--- src/rtl/datapath_pkg.sv ---
// rtl/datapath_pkg.sv - register command and ALU op codes shared with the control unit
package datapath_pkg;

    localparam logic [3:0] HOLD   = 4'd0;
    localparam logic [3:0] LOAD   = 4'd1;
    localparam logic [3:0] SHIFTR = 4'd2;
    localparam logic [3:0] SHIFTL = 4'd3;
    localparam logic [3:0] RESET  = 4'd4;

    localparam logic [3:0] ADD    = 4'd0;
    localparam logic [3:0] SUB    = 4'd1;
    localparam logic [3:0] MAIOR  = 4'd2;
    localparam logic [3:0] MENOR  = 4'd3;
    localparam logic [3:0] IGUAL  = 4'd4;
    localparam logic [3:0] XOR    = 4'd5;
    localparam logic [3:0] AND    = 4'd6;

endpackage

--- src/rtl/datapath_reg_op.sv ---
// rtl/datapath_reg_op.sv - N-bit command-driven register (hold/load/shift/clear)
module reg_op
    import datapath_pkg::*;
#(
    parameter int N = 4
) (
    input  logic         clock,
    input  logic         reset,
    input  logic [3:0]   i_cmd,
    input  logic [N-1:0] i_load,
    output logic [N-1:0] o_q
);

    logic [N-1:0] r_q;

    // Unassigned codes fall through to hold.
    always_ff @(posedge clock or posedge reset) begin
        if (reset) begin
            r_q <= '0;
        end else begin
            case (i_cmd)
                LOAD:    r_q <= i_load;
                SHIFTR:  r_q <= {1'b0, r_q[N-1:1]};
                SHIFTL:  r_q <= {r_q[N-2:0], 1'b0};
                RESET:   r_q <= '0;
                default: r_q <= r_q;
            endcase
        end
    end

    assign o_q = r_q;

endmodule

--- src/rtl/datapath.sv ---
// rtl/datapath.sv - X/Y/Z register datapath with ALU; DATAPATH_FLAGS_EN adds carry/zero flags
module datapath
    import datapath_pkg::*;
#(
    parameter int N = 4
) (
    input  logic         clock,
    input  logic         reset,
    input  logic [N-1:0] data_in,
    input  logic [3:0]   Tx,
    input  logic [3:0]   Ty,
    input  logic [3:0]   Tz,
    input  logic [3:0]   Tula,
    output logic [N-1:0] X,
    output logic [N-1:0] Y,
    output logic [N-1:0] Z
`ifdef DATAPATH_FLAGS_EN
    ,
    output logic         flag_c,
    output logic         flag_z
`endif
);

    logic [N-1:0] w_x;
    logic [N-1:0] w_y;
    logic [N-1:0] w_z;
    logic [N-1:0] w_alu;
    logic [N:0]   w_sum;
    logic [N:0]   w_diff;
    logic         w_borrow;

    reg_op #(.N(N)) u_reg_x (.clock(clock), .reset(reset), .i_cmd(Tx), .i_load(data_in), .o_q(w_x));
    reg_op #(.N(N)) u_reg_y (.clock(clock), .reset(reset), .i_cmd(Ty), .i_load(w_x),     .o_q(w_y));
    reg_op #(.N(N)) u_reg_z (.clock(clock), .reset(reset), .i_cmd(Tz), .i_load(w_alu),   .o_q(w_z));

    // A = Y, B = X; compares are zero-extended to N bits.
    assign w_sum    = {1'b0, w_y} + {1'b0, w_x};
    assign w_diff   = {1'b0, w_y} - {1'b0, w_x};
    assign w_borrow = (w_y < w_x);

    always_comb begin
        w_alu = '0;
        case (Tula)
            ADD:     w_alu = w_sum[N-1:0];
            SUB:     w_alu = w_diff[N-1:0];
            MAIOR:   w_alu = {{(N-1){1'b0}}, (w_y > w_x)};
            MENOR:   w_alu = {{(N-1){1'b0}}, w_borrow};
            IGUAL:   w_alu = {{(N-1){1'b0}}, (w_y == w_x)};
            XOR:     w_alu = w_y ^ w_x;
            AND:     w_alu = w_y & w_x;
            default: w_alu = '0;
        endcase
    end

    assign X = w_x;
    assign Y = w_y;
    assign Z = w_z;

`ifdef DATAPATH_FLAGS_EN
    logic r_flag_c;
    logic r_flag_z;

    // Flags follow Z: captured on Tz=LOAD, cleared on Tz=RESET, held otherwise.
    always_ff @(posedge clock or posedge reset) begin
        if (reset) begin
            r_flag_c <= 1'b0;
            r_flag_z <= 1'b0;
        end else if (Tz == LOAD) begin
            r_flag_c <= (Tula == ADD) ? w_sum[N] : ((Tula == SUB) ? w_borrow : 1'b0);
            r_flag_z <= (w_alu == '0);
        end else if (Tz == RESET) begin
            r_flag_c <= 1'b0;
            r_flag_z <= 1'b0;
        end
    end

    assign flag_c = r_flag_c;
    assign flag_z = r_flag_z;
`endif

endmodule

--- config.mk ---
export PLATFORM = sky130hd
export DESIGN_NAME = datapath
export DESIGN_NICKNAME = d
export VERILOG_FILES = /design/src/rtl/datapath_pkg.sv /design/src/rtl/datapath_reg_op.sv /design/src/rtl/datapath.sv
export SDC_FILE = /design/constraint.sdc
export NUM_CORES = 1
export LEC_CHECK = 0
export CORE_MARGIN = 1
export CORE_UTILIZATION = 45
export DETAILED_ROUTE_END_ITERATION = 8
export PLACE_DENSITY = 0.77
export SYNTH_ARGS = -nofsm -noshare
export SYNTH_HDL_FRONTEND = slang
export SYNTH_HIERARCHICAL = 1
export SYNTH_SLANG_ARGS = --single-unit
--- constraint.sdc ---
create_clock -name clock -period 2.6 [get_ports clock]
set_input_delay 0.52 -clock clock [delete_from_list [all_inputs] [get_ports clock]]
set_output_delay 0.52 -clock clock [all_outputs]
set_load 0.005 [all_outputs]
Yosys cells after proc, flatten, opt, wreduce, memory -nomap -nowiden
Index checks and enable logic that the tools add are counted.
- add/sub/neg operators: 2
- $lt $le $gt $ge: 2
- equal/unequal tests: 19
- mux-type cells: 4
- bitwise operators: 2
- reduce and logical (&&, ||, !) cells: 4
- operators by type and width (cell ; count):
    one-hot mux 4 bit (4 select lines) ; 3
    == test 4 x 2 -> 1 bit, second input constant ; 8
    one-hot mux 4 bit (7 select lines) ; 1
    == test 4 x 3 -> 1 bit, second input constant ; 6
    == test 4 x 1 -> 1 bit, second input constant ; 4
    nonzero test 4 bit ; 3
    adder 4 bit ; 1
    bitwise AND 4 bit ; 1
    == test 4 bit ; 1
    greater-than comparator 4 bit ; 1
    zero test 4 bit ; 1
    less-than comparator 4 bit ; 1
    subtractor 4 bit ; 1
    XOR 4 bit ; 1
- register bits after elaboration: 12
- input port bits: 22
- output and inout bits: 12
- logic and storage cells: 36

Logic depth before layout (Yosys ltp)
- depth in word-level cells: 3
- gate-level depth with buffers: 10
- depth with buffers taken out: 10

Modules after synthesis
Netlist, hierarchy kept.
- modules (own cells, without submodules) (module ; instances ; cells an instance ; area each (um^2) ; sequential area each (um^2)):
    reg_op ; 3 ; 34 ; 304.0 ; 100.1
    datapath ; 1 ; 64 ; 485.5 ; 0.0

Worst setup path before layout
Ideal clock, no wire load.
- path kind: reg-to-reg
- start: register u_reg_x.r_q[1], in the netlist u_reg_x/o_q[1]
- end: register u_reg_z.r_q[3], in the netlist u_reg_z/o_q[3]
- library setup time: 0.121 ns
- data arrival time: 2.323 ns
- required time: 2.479 ns
- slack: 0.156 ns
- stages on the path, launching flop included: 10
- path buffers: 0
- period minus slack after synthesis: 2.444 ns
- cells stage by stage: dfrtp_1 > inv_1 > ha_1 > nand2b_1 > a221o_1 > nand3_1 > or3b_1 > mux2_4 > a22o_1 > a22o_1
- longest elaborated chain between the ends: 3
- elaborated cells between the ends (all ways): 4
- classes of those cells: add/sub (2); mux (2)
- ends and longest elaborated chain (item ; RTL line ; source):
    from (decl) ; datapath_reg_op.sv:14 ; logic [N-1:0] r_q;
    from (signal assigned) ; datapath_reg_op.sv:22 ; LOAD: r_q <= i_load;
    from (signal assigned) ; datapath_reg_op.sv:23 ; SHIFTR: r_q <= {1'b0, r_q[N-1:1]};
    from (signal assigned) ; datapath_reg_op.sv:24 ; SHIFTL: r_q <= {r_q[N-2:0], 1'b0};
    subtractor 4 bit or adder 4 bit (tied branches) ; datapath.sv:38, datapath.sv:37 ;
    one-hot mux 4 bit (7 select lines) (*) ; datapath.sv:43 ; case (Tula)
    via w_alu[3] ; datapath.sv:27 ; logic [N-1:0] w_alu;
    one-hot mux 4 bit (4 select lines) (*) ; datapath_reg_op.sv:21 ; case (i_cmd)
    to (signal assigned) ; datapath_reg_op.sv:22 ;
    to (signal assigned) ; datapath_reg_op.sv:23 ;
    to (signal assigned) ; datapath_reg_op.sv:24 ;
    to (decl) ; datapath_reg_op.sv:14 ;
Mark *: on every way through the listed nets, which the timed path passes. The rest lies on a longest branch.
A chain may end at the register's enable or synchronous reset.

Worst setup path in the final report
Same ends and word-level chain as after synthesis.

==> run_results.csv <==
group,metric,value,unit
floorplan,die_y,57.7,um
sta,hold_violations,0,
placed_design,place_area,1760,um^2
sta,timing.hold.ws,494,ps
finish,n_fill_cell,263,
power_and_ir_drop,powerDensity,504,nW/um^2
routing,drc,0,
finish,nNetsFinal,237,
placed_design,hpwl,2740,um
synthesis,syn_area_per_cell,8.42,um^2
floorplan,floorplan.rows,19,
sta,layout_setup_ws,214,ps
finish,final_util,63.1,%
cts,clock_latency,270,ps
synthesis,synthCells,166,
setup_path,cp-start-kind,"flip-flop",
floorplan,num_io_pins,34,
floorplan,die_w,57.7,um
setup_path,required,2770,ps
cts,post-cts-setup-buffers,0,
synthesis,synth.top_cell.area_share,21.5,%
synthesis,ys_seq_area_share,21.5,%
sta,layout_min_cycle_time,2390,ps
cts,numCtsBuffers,3,
cts,clk_path_buf_depth,2,
floorplan,dieArea,3330,um^2
setup_path,path_class,"flip-flop to flip-flop",
sta,max_freq,419,MHz
synthesis,syn_nets,198,
routing,dr_total_vias,1389,
placed_design,place_congestion,0.872,
routing,wirelength,3380,um
synthesis,synth_seq_cells,12,
synthesis,synth_area_leaders,"dfrtp_1 (21%), ha_1 (7.2%), a21oi_1 (6.8%)",
setup_path,critical_path_arrival,2560,ps
finish,area_growth,28.7,%
sta,report.final.slew_viol_count,0,
job,max_cap_viol_count,0,
floorplan,coreArea,2850,um^2
power_and_ir_drop,p_leak,0.754,nW
synthesis,netlist_area,1400,um^2
finish,final_cell_area,1800,um^2
grt,grt_overflow,0,
setup_path,critPathMaxFanout,4,
routing,drtPass1Iterations,4,
routing,viasPerCell,5.91,
cts,cts_htree_levels,1,
routing,ant_nets,0,
grt,grt_pass1_wl,5640,um
setup_path,worstSetupEndpointType,"flip-flop",
synthesis,synth-edff-count,0,
synthesis,yosysTopAreaCell,"dfrtp_1",
sta,fin_crit_sh,91.8,%
grt,grtUsageTotal,21.3,%
grt,grt_pass1_vias,1334,
sta,rsz0062_at_grt,"false",
grt,grt_max_degree,12,
sta,setup_tns,0,ps
sta,tightestPinTransition,369,ps
placed_design,io_buffer_count,33,
synthesis,synth_top_flop_cell,"dfrtp_1",
sta,maxSlewHeadroom,75.3,%
synthesis,async_flop_share,100,%
sta,skew,9.82,ps
cts,holdBufCountCts,0,
cts,clkTransAtPathRegs,90,ps
cts,ctsResizeCount,0,
cts,ctsRootBufferMaster,"clkbuf_4",
worst_hold_path,min_path_type,"primary input to async pin",
sta,setup_viol,0,
synthesis,ys_warn_count,6,
synthesis,synth_cell_types,42,
routing,avgRoutedWirePerCell,14.4,um
cts,cts_tree,"done",
routing,drt-initial-drc-count,107,
placed_design,place_ws,-22.0,ps
power_and_ir_drop,ir_drop,0.300,mV
run_status,status,"finished, final reports clean",
cts,cts_sinks,12,
finish,final_layout_size_suffix_gt1_share,12.3,%
floorplan,start_util,49.0,%
grt,antenna_found_initial,0,
finish,antenna_cells,0,
routing by layer:
| layer | part of all wire (%) | wire length, um | track usage (%) | vias up |
|---|---|---|---|---|
| li1 | - | - | - | 681 |
| met1 | 47 | 1580 | 29.3 | 656 |
| met2 | 47 | 1590 | 34.9 | 44 |
| met3 | 4.1 | 140 | 2.23 | 8 |
| met4 | 2.0 | 68 | 7.82 | 0 |
| met5 | 0 | 0 | 0 | - |
flip-flops by register name, indices dropped and copies added, names as in the netlist:
name         count
u_reg_z/o_q      4
u_reg_y/o_q      4
u_reg_x/o_q      4
synthesized netlist by cell type, types with 4 or more instances:
| cell type | n |
|---|---|
| a21oi_1 | 19 |
| a221o_1 | 4 |
| a22o_1 | 10 |
| buf_6 | 5 |
| dfrtp_1 | 12 |
| ha_1 | 8 |
| inv_1 | 22 |
| mux2_4 | 4 |
| nand2_1 | 4 |
| nand2b_1 | 10 |
| nor2_1 | 4 |
| nor2b_1 | 5 |
| nor3_1 | 4 |
| o21ai_0 | 6 |
cell families (layout without fill, tap and decap cells):
logic type / count (synthesis) / count (layout) / share of synthesized area (%)
AOI/OAI and AO/OA: 58 / 58 / 28.8
xor gates and xnor gates: 1 / 1 / 0.627
adders and majority gates: 10 / 10 / 10.0
buffers and inverters: 31 / 69 / 11.5
DFF: 12 / 12 / 21.5
muxes: 8 / 8 / 7.43
and+or+nand+nor: 46 / 46 / 20.1
where the power goes:
part / leakage, nW / total [W] / internal [W] / switching, W
clock network: 0.0210 / 0.000150 / 0.0000850 / 0.0000646
registers: 0.156 / 0.000256 / 0.000222 / 0.0000348
logic: 0.576 / 0.000500 / 0.000271 / 0.000229
total: 0.754 / 0.000906 / 0.000577 / 0.000328
cells in the final DEF (no fill, tap or decap), types with 2 or more instances in the layout:
cell type and n:
o22ai_1 3, nand4_1 2, inv_1 22, nor2b_1 5, nand3b_1 2, nand2b_1 10, nor2_1 4, ha_1 8
buf_4 10, a221o_1 4, nand3_1 3, mux2_4 4, a21oi_1 19, nand2_1 4, a22o_1 10, or2_2 3
o21bai_1 3, fa_1 2, o2bb2ai_1 3, dfrtp_1 12, o21ai_0 6, mux2_2 3, clkdlybuf4s50_1 33, nor3_1 4
nor4b_1 3, a311o_1 3, clkbuf_4 3
critical path: stages (launching register included):
cell and delay, ps:
dfrtp_1 350, inv_1 70, ha_1 340, nand2b_1 160, a221o_1 310, nand3_1 70, or3b_1 340, mux2_4 270
a22o_1 200, a22o_1 170
final timing paths:
check,cells past startpoint,end,slack [ps],startpoint
setup / recovery,9,u_reg_z/o_q[3]$_DFFE_PP0P_,210,u_reg_x/o_q[1]$_DFFE_PP0P_
hold / removal,2,u_reg_y/o_q[2]$_DFFE_PP0P_,490,reset
setup reg to reg,9,u_reg_z/o_q[3]$_DFFE_PP0P_,210,u_reg_x/o_q[1]$_DFFE_PP0P_
hold reg to reg,1,u_reg_z/o_q[1]$_DFFE_PP0P_,530,u_reg_z/o_q[1]$_DFFE_PP0P_
max in group asynchronous,2,u_reg_x/o_q[1]$_DFFE_PP0P_,1930,reset
min in group clock,1,u_reg_z/o_q[1]$_DFFE_PP0P_,530,u_reg_z/o_q[1]$_DFFE_PP0P_
area by class of cell:
type / count / area, um^2 / area share, %
Multi-Input combinational cell: 123 / 936 / 52.0
Timing Repair Buffer: 43 / 405 / 22.5
Sequential cell: 12 / 300 / 16.7
Inverter: 22 / 82.6 / 4.59
Tap cell: 31 / 38.8 / 2.16
Clock buffer: 4 / 36.3 / 2.02
stage by stage:
stage / cells / power [W]
after floorplan: 166 / 0.000555
after global placement: 231 / 0.000740
after detailed placement: 231 / 0.000759
after CTS: 235 / 0.000910
after global routing: 235 / 0.000974
final: 235 / 0.000906
No activity file was read; power rests on OpenSTA's default activity.
